### src/rtl/sec32_pkg.sv
// Shared constants and types for the 32-bit SEC encoder slice.
// Holds the check-bit masks, the {check,data} codeword layout and the parity helper.
package sec32_pkg;

    localparam int DATA_W = 32;
    localparam int CHK_W  = 8;
    localparam int CW_W   = DATA_W + CHK_W;
    localparam int INJ_W  = 6;

    // Element k selects the data bits that feed check bit k (Gic k).
    localparam logic [CHK_W-1:0][DATA_W-1:0] MASK = {
        32'h8888F0F0,
        32'h44440F0F,
        32'h2222FF00,
        32'h111100FF,
        32'hF0F08888,
        32'h0F0F4444,
        32'hFF002222,
        32'h00FF1111
    };

    // Data occupies codeword bits 0..31, check bits occupy 32..39.
    typedef struct packed {
        logic [CHK_W-1:0]  check;
        logic [DATA_W-1:0] data;
    } codeword_t;

    // Each check bit is the even parity of the data bits its mask selects.
    function automatic logic [CHK_W-1:0] calc_check(input logic [DATA_W-1:0] data);
        logic [CHK_W-1:0] chk;
        chk = '0;
        for (int k = 0; k < CHK_W; k++) begin
            chk[k] = ^(data & MASK[k]);
        end
        return chk;
    endfunction

endpackage

### src/rtl/sec32_check_gen.sv
// Pure combinational 32-bit data to 8-bit SEC check-bit generator.
// Stateless, so the same block can sit anywhere a check word is needed.
module sec32_check_gen
    import sec32_pkg::*;
(
    input  logic [DATA_W-1:0] data,
    output logic [CHK_W-1:0]  check
);

    // Fold every masked subset of the data word down to one parity bit.
    always_comb begin
        check = calc_check(data);
    end

endmodule

### src/rtl/sec32_encoder.sv
// Two-stage elastic SEC encoder: stage 1 captures the data word, stage 2 holds
// data plus generated check bits for the downstream corrector.
// Optional build macro SEC32_ERR_INJECT_EN adds inj_en/inj_bit ports that flip one
// bit of the outgoing {check,data} codeword for fault-injection testing.
module sec32_encoder
    import sec32_pkg::*;
#(
    parameter int CNT_W = 16
) (
    input  logic              clk,
    input  logic              rst_n,
    input  logic              in_valid,
    output logic              in_ready,
    input  logic [DATA_W-1:0] in_data,
`ifdef SEC32_ERR_INJECT_EN
    input  logic              inj_en,
    input  logic [INJ_W-1:0]  inj_bit,
`endif
    output logic              out_valid,
    input  logic              out_ready,
    output logic [DATA_W-1:0] out_data,
    output logic [CHK_W-1:0]  out_check,
    output logic              out_r,
    output logic [CNT_W-1:0]  word_cnt
);

    logic              s1_valid;
    logic [DATA_W-1:0] s1_data;
    logic [CHK_W-1:0]  s1_check;
    logic              s2_valid;
    codeword_t         s2_word;
    logic [CW_W-1:0]   s2_next;
    logic              s1_load;
    logic              s2_load;
`ifdef SEC32_ERR_INJECT_EN
    logic              s1_inj_en;
    logic [INJ_W-1:0]  s1_inj_bit;
    logic [CW_W-1:0]   inj_flip;
`endif

    // Each stage advances when it is empty or the stage after it is taking its word,
    // so a full pipeline still moves every cycle while the sink accepts.
    assign s2_load  = !s2_valid || out_ready;
    assign s1_load  = !s1_valid || s2_load;
    assign in_ready = s1_load;

    sec32_check_gen u_check_gen (
        .data  (s1_data),
        .check (s1_check)
    );

`ifdef SEC32_ERR_INJECT_EN
    // Build the codeword for stage 2 and invert the selected bit; selections past
    // bit 39 shift out of the 40-bit mask and leave the word untouched.
    always_comb begin
        inj_flip = '0;
        if (s1_inj_en && (s1_inj_bit < INJ_W'(CW_W))) begin
            inj_flip = CW_W'(1) << s1_inj_bit;
        end
        s2_next = {s1_check, s1_data} ^ inj_flip;
    end
`else
    // Build the codeword for stage 2 from the captured data and its check bits.
    always_comb begin
        s2_next = {s1_check, s1_data};
    end
`endif

    // Stage 1: capture the input word only on a handshake so idle-bus garbage never enters.
    always_ff @(posedge clk or negedge rst_n) begin
        if (!rst_n) begin
            s1_valid   <= 1'b0;
            s1_data    <= '0;
`ifdef SEC32_ERR_INJECT_EN
            s1_inj_en  <= 1'b0;
            s1_inj_bit <= '0;
`endif
        end else if (s1_load) begin
            s1_valid <= in_valid;
            if (in_valid) begin
                s1_data    <= in_data;
`ifdef SEC32_ERR_INJECT_EN
                s1_inj_en  <= inj_en;
                s1_inj_bit <= inj_bit;
`endif
            end
        end
    end

    // Stage 2: hold the finished codeword until the sink takes it.
    always_ff @(posedge clk or negedge rst_n) begin
        if (!rst_n) begin
            s2_valid <= 1'b0;
            s2_word  <= '0;
        end else if (s2_load) begin
            s2_valid <= s1_valid;
            if (s1_valid) begin
                s2_word <= codeword_t'(s2_next);
            end
        end
    end

    // Count completed output handshakes, wrapping naturally at the counter width.
    always_ff @(posedge clk or negedge rst_n) begin
        if (!rst_n) begin
            word_cnt <= '0;
        end else if (s2_valid && out_ready) begin
            word_cnt <= word_cnt + CNT_W'(1);
        end
    end

    assign out_valid = s2_valid;
    assign out_r     = s2_valid;
    assign out_data  = s2_word.data;
    assign out_check = s2_word.check;

endmodule

### config.mk
export PLATFORM = sky130hd
export DESIGN_NAME = sec32_encoder
export DESIGN_NICKNAME = d
export VERILOG_FILES = /design/src/rtl/sec32_pkg.sv /design/src/rtl/sec32_check_gen.sv /design/src/rtl/sec32_encoder.sv
export SDC_FILE = /design/constraint.sdc
export NUM_CORES = 1
export LEC_CHECK = 0
export CORE_MARGIN = 2
export CORE_UTILIZATION = 50
export DETAILED_ROUTE_END_ITERATION = 16
export HOLD_SLACK_MARGIN = 0.15
export PLACE_DENSITY_LB_ADDON = 0.08
export SETUP_SLACK_MARGIN = 0.1
export SYNTH_ARGS = -nofsm -noshare
export SYNTH_HDL_FRONTEND = slang
export SYNTH_SLANG_ARGS = --single-unit
### constraint.sdc
create_clock -name clk -period 1.98 [get_ports clk]
set_input_delay 0.396 -clock clk [delete_from_list [all_inputs] [get_ports clk]]
set_output_delay 0.396 -clock clk [all_outputs]
set_load 0.005 [all_outputs]
==> results by group <==
Worst setup path
  – FF-to-FF setup slack: 0.22 ns
  – Worst path cell trace: clkdlybuf4s50_1
  – Worst setup SP type: flip-flop
  – R2R depth: 4
  – Crit Path Max Fanout: 7
  – Cell family with the largest share of critical-path delay: buffers and inverters
  – WS Path Type: flip-flop to output pin
  – CP endpoint kind: output pin
  – Crit-path slowest cell: clkdlybuf4s50_1
  – Reg-to-Reg Start: s1_data[23]
  – CP bufs+invs: 1
  – Worst reg2reg path endpoint: out_check[0]
  – Data arrival, critical path: 1.37 ns
  – WP data required: 1.58 ns
  – Slowest Stage Delay on Critical Path: 0.55 ns

Drt
  – Drt total wl: 7.61 mm
  – Routed Antenna Nets: 0
  – Iter 0 DRT Violations: 77
  – Vias/cell: 4.99
  – DRC viols: 0
  – Pre-Repair DR Iteration Count: 4
  – Drt wl/cell: 15.6 µm
  – Vias: 2,440

Run
  – MaxCap Viol Count: 0

Synth
  – Synth Instances: 275
  – Distinct cell type count after synthesis: 22
  – Synthesized cell area: 0.00401 mm²
  – YS warnings: 0
  – Number of synthesized register bits: 90
  – Syn nets: 312
  – Sequential share of the synthesized area: 56.2%
  – Avg Synthesized Cell Area: 14.6 µm²

Status
  – Status: completed

Finish
  – Diode count: 0
  – Area of the multi-input gates: 0.00171 mm²
  – Final-stage net count: 419
  – Non-filler cells, final: 489
  – Layout fillers: 597
  – FF/Latch Area: 0.00225 mm²
  – Most frequent cells in the layout: 92 x clkdlybuf4s50_1, 90 x dfrtp_1, 70 x mux2_2
  – Layout cells sized above 1: 25.3%
  – Area Overhead vs Synth: 34.1%
  – Most common cell after layout, fill and taps aside: clkdlybuf4s50_1

Clocking
  – Root Buffer: clkbuf_8
  – CTS Buf Count: 9
  – CTS clk-pin slew, worst paths: 0.09 ns
  – Clock sink count: 90
  – CTS HTree Levels: 3
  – Worst-Skew Late Latency: 0.34 ns
  – CTS tree: built
  – CTS max path bufs: 2

GRT
  – Pin count of the biggest net entering global routing: 45
  – Total GRT Usage: 18.9%
  – Vias in the first global route: 2,517
  – Initial antenna violation count: 0
  – First-pass GRT wire length: 12.6 mm
  – Final global-route overflow total: 0

Timing
  – F_max: 568 MHz
  – Final Max Slew Viols: 0
  – Hold_ws: 0.475 ns
  – Setup Skew: 0.00891 ns
  – RSZ-0062 raised after global routing: false
  – Final setup TNS: 0 ns
  – Least-Margin Pin Slew: 0.404 ns
  – Max-slew headroom: 73.1%
  – Period utilization: 88.9%
  – Final Hold Vio Count: 0
  – Tmin final: 1.76 ns
  – Setup Viol. Count Final: 0

Place
  – Number of I/O port buffers: 94
  – GP Congestion: 0.739
  – DP Cell Count: 471
  – Hpwl dp: 5.54 mm

Power and ir drop
  – Peak supply drop: 904 µV
  – Power Internal: 4.69 mW
  – P_leak: 2.26 nW
  – Power per cell area: 1190 mW/mm²
  – Sequential fraction of design power: 41.0%
  – Sw Ratio: 26.8%
  – Tot Pwr: 6.40 mW
  – Switch Pwr: 1.72 mW
  – Clock Power Share: 21.5%
  – Logic pwr share: 37.5%

Floorplanning
  – Core area: 0.00777 mm²
  – Die Width: 93.6 µm
  – Placement Rows: 32
  – Initial core utilization: 51.6%
  – Die Y: 93.6 µm
  – Die ar.: 0.00875 mm²
  – Ports: 95

Worst hold path
  – Hold Crit Start: word_cnt[15]
  – Hold endpoint: word_cnt[15]
  – Hold Crit Depth: 1
  – Min-Delay Path Class: flip-flop to flip-flop
power by group through the flow:
| stage | combinational [mW] | sequential, mW | clock (mW) |
|---|---|---|---|
| 6_report | 2.40 | 2.63 | 1.38 |
| 5_1_grt | 2.60 | 2.70 | 1.48 |
| 4_1_cts | 2.44 | 2.64 | 1.41 |
| 3_5_place_dp | 2.42 | 2.67 | 0 |
| 3_3_place_gp | 2.39 | 2.64 | 0 |
| 2_1_floorplan | 1.41 | 2.62 | 0 |
kinds of logic (layout without fill, tap and decap cells):
kind of cell / after synthesis / count (layout) / share of synthesized area [%]
flops: 90 / 90 / 56.2
xor+xnor: 71 / 71 / 18.4
mux: 70 / 70 / 19.7
simple gates: 30 / 30 / 3.84
buf+inv: 10 / 122 / 1.22
compound gates: 3 / 3 / 0.374
fa+ha+maj: 1 / 1 / 0.312
metrics by stage:
step	instance area, µm²	utilization [%]	worst slack [ns]
2_1_floorplan	4010	-	0.426
3_3_place_gp	5130	66.1	0.0487
3_5_place_dp	5130	66.1	0.00240
4_1_cts	5380	69.2	0.213
5_1_grt	5380	69.2	0.148
6_report	5380	69.2	0.219
routing by layer:
metal / track usage, % / vias up / share of wire [%]
li1: - / 1155 / -
met1: 25.4 / 1222 / 44
met2: 29.6 / 57 / 49
met3: 5.08 / 6 / 5.5
met4: 6.88 / 0 / 1.1
met5: 0 / - / 0
state kept, by name, summed over array words and instances, names as in the netlist:
signal / flops
s1_valid: 1
word_cnt: 16
out_data: 32
out_r: 1
out_check: 8
s1_data: 32
cell usage after synthesis:
library cell	instances	area share (%)
and3_1	2	0.31
and4_1	1	0.22
buf_2	6	0.75
buf_4	1	0.19
clkbuf_1	1	0.094
dfrtp_1	90	56
ha_1	1	0.31
inv_1	2	0.19
mux2_2	70	20
nand2_1	9	0.84
nand2b_1	3	0.47
nand3_1	7	0.87
nand3b_1	1	0.19
nand4_1	2	0.31
nor2_1	1	0.094
nor3_1	3	0.37
nor4_1	1	0.16
o21ai_0	3	0.37
xnor2_1	55	12
xnor2_2	1	0.41
xnor3_1	8	4.5
xor2_1	7	1.5
how the worst max path moves through the flow:
| stage | start | to | slack [ns] | depth (start not counted) |
|---|---|---|---|---|
| after detailed placement | out_ready | in_ready | 0.002 | 3 |
| final | out_r | out_r | 0.22 | 1 |
| after global placement | out_ready | in_ready | 0.05 | 3 |
| after floorplan | s1_data[22] | out_check[0] | 0.43 | 4 |
| after global routing | out_r | out_valid | 0.15 | 1 |
| after CTS | out_r | out_valid | 0.21 | 1 |
timing repair:
action	in CTS	in global routing
hold buffers	1	0
resized for setup	1	0
hold endpoints to repair	28	0
endpoints found under the setup margin	1	0
buffers inserted	1	0
cell type report:
class,count,share of cell area (%)
inverters,2,0.140
clock buffers,10,2.56
well taps,102,2.37
clock inverters,6,1.67
multi-input cells,175,31.8
repair buffers,104,19.6
flip-flops and latches,90,41.9
(Power assumes the default switching activity.)
